**src/rtl/alu_req_server.sv**
```systemverilog
// Request/response front end for an external 8-bit ALU. It registers the operands, waits
// SETTLE cycles, captures result/flag and queues them with a sequence tag.
`timescale 1ns/1ps
module alu_req_server #(
  parameter int SETTLE = 1,
  parameter int DEPTH  = 4
) (
  input  logic       clk,
  input  logic       rst,
  input  logic       req_valid,
  output logic       req_ready,
  input  logic [7:0] req_val1,
  input  logic [7:0] req_val2,
  input  logic [3:0] req_select,
  output logic [7:0] alu_val1,
  output logic [7:0] alu_val2,
  output logic [3:0] alu_select,
  input  logic [7:0] alu_result,
  input  logic       alu_flag,
  output logic       rsp_valid,
  input  logic       rsp_ready,
  output logic [7:0] rsp_result,
  output logic       rsp_flag,
  output logic [7:0] rsp_tag,
  output logic       busy
);

  localparam int             PW        = $clog2(DEPTH);
  localparam logic [PW:0]    FULL_CNT  = (PW+1)'(DEPTH);
  localparam logic [3:0]     WAIT_INIT = 4'(SETTLE - 1);

  typedef enum logic {S_IDLE, S_WAIT} state_t;

  typedef struct packed {
    logic [7:0] result;
    logic       flag;
    logic [7:0] tag;
  } rsp_t;

  state_t        r_state;
  state_t        w_next_state;
  logic [3:0]    r_wait_cnt;
  logic [7:0]    r_tag_ctr;
  logic [7:0]    r_cur_tag;
  logic [PW-1:0] r_wptr;
  logic [PW-1:0] r_rptr;
  logic [PW:0]   r_count;
  rsp_t          r_mem [DEPTH];
  rsp_t          w_head;
  logic          w_accept;
  logic          w_capture;
  logic          w_pop;
  logic          w_fifo_full;

  assign w_fifo_full = (r_count == FULL_CNT);
  assign w_accept    = req_valid && req_ready;
  assign w_capture   = (r_state == S_WAIT) && (r_wait_cnt == 4'd0);
  assign rsp_valid   = (r_count != '0);
  assign w_pop       = rsp_valid && rsp_ready;

  // NOTE: sequential state uses non-blocking assignments so every flop samples pre-edge values.
  always_ff @(posedge clk) begin
    if (rst) r_state <= S_IDLE;
    else     r_state <= w_next_state;
  end

  // NOTE: each always_comb output gets a default first so no path leaves it unassigned (no latch).
  always_comb begin
    w_next_state = r_state;
    case (r_state)
      S_IDLE:  if (w_accept)  w_next_state = S_WAIT;
      S_WAIT:  if (w_capture) w_next_state = S_IDLE;
      default: w_next_state = S_IDLE;
    endcase
  end

  always_comb begin
    req_ready = 1'b0;
    busy      = 1'b0;
    case (r_state)
      S_IDLE:  req_ready = !w_fifo_full;
      S_WAIT:  busy      = 1'b1;
      default: ;
    endcase
  end

  always_ff @(posedge clk) begin
    if (rst) begin
      alu_val1   <= '0;
      alu_val2   <= '0;
      alu_select <= '0;
      r_wait_cnt <= '0;
      r_tag_ctr  <= '0;
      r_cur_tag  <= '0;
    end else if (w_accept) begin
      alu_val1   <= req_val1;
      alu_val2   <= req_val2;
      alu_select <= req_select;
      r_wait_cnt <= WAIT_INIT;
      r_cur_tag  <= r_tag_ctr;
      r_tag_ctr  <= r_tag_ctr + 8'd1;
    end else if (r_state == S_WAIT && r_wait_cnt != 4'd0) begin
      r_wait_cnt <= r_wait_cnt - 4'd1;
    end
  end

  // Pointers wrap naturally; a push only happens with a free slot, so no overflow guard.
  always_ff @(posedge clk) begin
    if (rst) begin
      r_wptr  <= '0;
      r_rptr  <= '0;
      r_count <= '0;
    end else begin
      if (w_capture) r_wptr <= r_wptr + 1'b1;
      if (w_pop)     r_rptr <= r_rptr + 1'b1;
      if (w_capture && !w_pop)      r_count <= r_count + 1'b1;
      else if (!w_capture && w_pop) r_count <= r_count - 1'b1;
    end
  end

  // NOTE: storage is not reset; pointers and occupancy alone define which entries are live.
  always_ff @(posedge clk) begin
    if (w_capture && !rst) r_mem[r_wptr] <= '{result: alu_result, flag: alu_flag, tag: r_cur_tag};
  end

  // Head is zeroed while empty so the outputs are defined straight out of reset.
  assign w_head     = r_mem[r_rptr];
  assign rsp_result = rsp_valid ? w_head.result : '0;
  assign rsp_flag   = rsp_valid ? w_head.flag   : 1'b0;
  assign rsp_tag    = rsp_valid ? w_head.tag    : '0;

endmodule

```
**config.mk**
```make
export PLATFORM = sky130hd
export DESIGN_NAME = alu_req_server
export DESIGN_NICKNAME = d
export VERILOG_FILES = /design/src/rtl/alu_req_server.sv
export SDC_FILE = /design/constraint.sdc
export NUM_CORES = 1
export LEC_CHECK = 0
export BUFFER_PORTS_ARGS = -buffer_cell sky130_fd_sc_hd__buf_2
export CELL_PAD_IN_SITES_DETAIL_PLACEMENT = 1
export CELL_PAD_IN_SITES_GLOBAL_PLACEMENT = 1
export CORE_MARGIN = 5
export CORE_UTILIZATION = 51
export CTS_BUF_LIST = sky130_fd_sc_hd__clkbuf_4 sky130_fd_sc_hd__clkbuf_8
export CTS_CLUSTER_DIAMETER = 60
export DETAILED_ROUTE_END_ITERATION = 16
export GPL_ROUTABILITY_DRIVEN = 0
export PLACE_DENSITY = 0.91
export SYNTH_ARGS = -nofsm -noshare
export SYNTH_HDL_FRONTEND = slang
export SYNTH_SLANG_ARGS = --single-unit
```
**constraint.sdc**
```tcl
create_clock -name clk -period 3.74 [get_ports clk]
set_input_delay 0.187 -clock clk [delete_from_list [all_inputs] [get_ports clk]]
set_output_delay 0.187 -clock clk [all_outputs]
set_load 0.03 [all_outputs]
```
==> flow_summary.yaml <==
clock_tree:
  cts_tree: "built"
  clock_path_buffers: 2
  post_cts_buffers: 0
  clkTransAtPathRegs_ps: 80
  cts_max_level: 4
  cts_buffers: 17
  root_buffer: "clkbuf_8"
  insertion_delay_ps: 420
  cts.sinks: 118
worst_setup_path:
  critPathRequiredTime_ps: 3770
  crit_arrival_ps: 2490
  cp-start-kind: "register"
  cp-end-kind: "register"
  max_stage_delay_ps: 760
  cp_max_fo: 17
  r2r_start: "r_state"
  reg2reg_slack_ps: 1280
  rr_worst_depth: 4
  path_class: "register to register"
  reg2reg_to: "r_mem[3][9]"
  cp_slowest_cell: "and2_1"
  path_cells: "nor4bb_1 > buf_4 > nor2b_1 > and2_1"
global_routing:
  grt_pass1_wl_um: 18100
  grt_use_total_pct: 20.4
  grt_pass1_vias: 3481
  grt_max_degree: 51
  overflow: 0
  antenna_found_initial: 0
hold_path:
  whs_path_depth: 3
  hold_end: "alu_select[1]"
  min_path_type: "input port to register"
  hp-start: "req_select[1]"
timing:
  slew_headroom_pct: 17.7
  setup_violations: 0
  period_needed_ps: 2460
  tightest_slew_ps: 1230
  period_share_pct: 65.8
  timing.setup.tns_ps: 0
  skew_ps: 13.3
  maxSlewViolCount: 0
  fmax_mhz: 406
  rsz0062_at_grt: "no"
  fin_ws_ps: 1280
  hold_violations: 0
finish:
  final_cell_count_no_fill: 569
  area_growth_pct: 20.5
  num_antenna_cells: 0
  fillers: 906
  drive_above_1_share_pct: 28.6
  fin_area_um2: 5710
  finalNetCount: 487
  final_util_pct: 62.4
  layout_common_cells: "buf_2, edfxtp_1, dfxtp_1"
  final_common_cell: "buf_2"
place:
  portBuffers: 72
  dp_worst_setup_slack_ps: 1300
  hpwl_um: 6590
  place_inst: 517
  place_area_um2: 5160
synthesis:
  synth_top_area_share_pct: 43.1
  synth_nets: 401
  synth.yosys.warnings: 0
  netlist_instances: 359
  ys_ff_latch: 118
  seq_area_frac_synth_pct: 64.2
  netlist_area_um2: 4740
  synth_cell_type_count: 40
  syn_avg_cell_area_um2: 13.2
  yosysTopAreaCell: "edfxtp_1"
  synthTopCellsByArea: "edfxtp_1, dfxtp_1, mux4_2"
detailed_routing:
  drc: 0
  vias: 3199
  routed_wl_um: 10800
  drtIter0Drc: 104
  firstDrtPassIters: 4
  viasPerCell: 5.62
  ant_nets: 0
  wl_per_cell_um: 19.0
floorplanning:
  rows: 35
  die-width_um: 106
  io_pins: 73
  initial_core_util_pct: 51.8
  die_h_um: 106
  design.core.area_um2: 9150
  die-area_um2: 11300
outcome:
  status: "complete, no violations"
power_and_ir_drop:
  leakage_nw: 2.08
  p_per_area_nw_per_um2: 642
  irDropWorstVdd_mv: 0.306
flow_run:
  cap_viol_max_count: 0
## Yosys cell counts (all sizes together)
| cell | number |
|---|---|
| a21o | 2 |
| a21oi | 37 |
| a22oi | 1 |
| a311oi | 1 |
| and2 | 4 |
| buf | 7 |
| clkbuf | 22 |
| dfxtp | 50 |
| edfxtp | 68 |
| fa | 1 |
| ha | 8 |
| inv | 6 |
| mux2 | 3 |
| mux2i | 2 |
| mux4 | 17 |
| nand2 | 2 |
| nand2b | 1 |
| nand3 | 34 |
| nand4 | 1 |
| nand4b | 1 |
| nor2 | 12 |
| nor2b | 22 |
| nor3 | 2 |
| nor3b | 1 |
| nor4b | 2 |
| nor4bb | 1 |
| o21ai | 31 |
| o311ai | 1 |
| o31ai | 4 |
| or3 | 2 |
| or3b | 3 |
| or4 | 3 |
| or4b | 1 |
| xnor2 | 1 |
| xor2 | 5 |
## area by class of cell
| class | instances | area [um^2] | share of cell area (%) |
|---|---|---|---|
| sequential | 118 | 3040 | 53.3 |
| multi-input combinational | 206 | 1560 | 27.4 |
| timing repair buffer | 96 | 591 | 10.3 |
| clock buffer | 17 | 234 | 4.10 |
| tap | 111 | 139 | 2.43 |
| clock inverter | 15 | 118 | 2.06 |
| inverter | 6 | 22.5 | 0.395 |
## worst max path at each step
stage | depth (start not counted) | slack (ps) | to | startpoint
2_1_floorplan | 8 | 1430 | r_count[2] | r_state
3_3_place_gp | 4 | 1440 | r_mem[1][14] | r_state
3_5_place_dp | 4 | 1300 | r_mem[3][15] | r_state
4_1_cts | 3 | 1230 | rsp_tag[0] | r_count[0]
5_1_grt | 4 | 1080 | r_mem[3][10] | r_state
6_report | 4 | 1280 | r_mem[3][9] | r_state
## registers in the layout (all words and copies together) (netlist names), named ones only
| register | count |
|---|---|
| r_mem | 68 |
| alu_val1 | 8 |
| alu_val2 | 8 |
| r_cur_tag | 8 |
| r_tag_ctr | 8 |
| alu_select | 4 |
| r_wait_cnt | 4 |
| r_count | 3 |
| r_rptr | 2 |
| r_wptr | 2 |
| r_state | 1 |
## critical path: cells and delay by family, from the launching register on
family                 cells  cell delay, ps
buffers and inverters      1             200
DFF                        1             560
and+or+nand+nor            3            1320
## timing repair
| action | 4_1_cts | 5_1_grt |
|---|---|---|
| endpoints found under the hold margin | 46 | 0 |
| hold buffers | 20 | 0 |
| resized for setup | 0 | 0 |
## cells by family after synthesis
kind of cell / count (synthesis) / synth area share (%)
AOI/OAI and AO/OA: 77 / 8.66
muxes: 22 / 9.22
xor gates and xnor gates: 6 / 1.11
and+or+nand+nor: 92 / 11.1
buffers and inverters: 35 / 3.09
DFF: 118 / 64.2
adders and majority gates: 9 / 2.54
## power by group
group / internal (W) / total [W] / switching (W)
clock network: 0.000470 / 0.00102 / 0.000553
registers: 0.00145 / 0.00153 / 0.0000832
logic: 0.000389 / 0.00110 / 0.000715
total: 0.00231 / 0.00366 / 0.00135
## metal layers
layer,vias up,part of all wire [%],global-route usage [%]
met5,-,0,0
met4,0,0.95,5.27
met3,10,5.3,5.71
met2,89,51,36.0
met1,1588,42,24.5
li1,1512,-,-
## metrics by stage
step | hold slack (ps) | power, W
after CTS | 1.72 | 0.00370
after global routing | 5.92 | 0.00386
final | 28.6 | 0.00366
after floorplan | 286 | 0.00235
after detailed placement | 416 | 0.00265
after global placement | 408 | 0.00260
No activity file was read; power rests on OpenSTA's default activity.
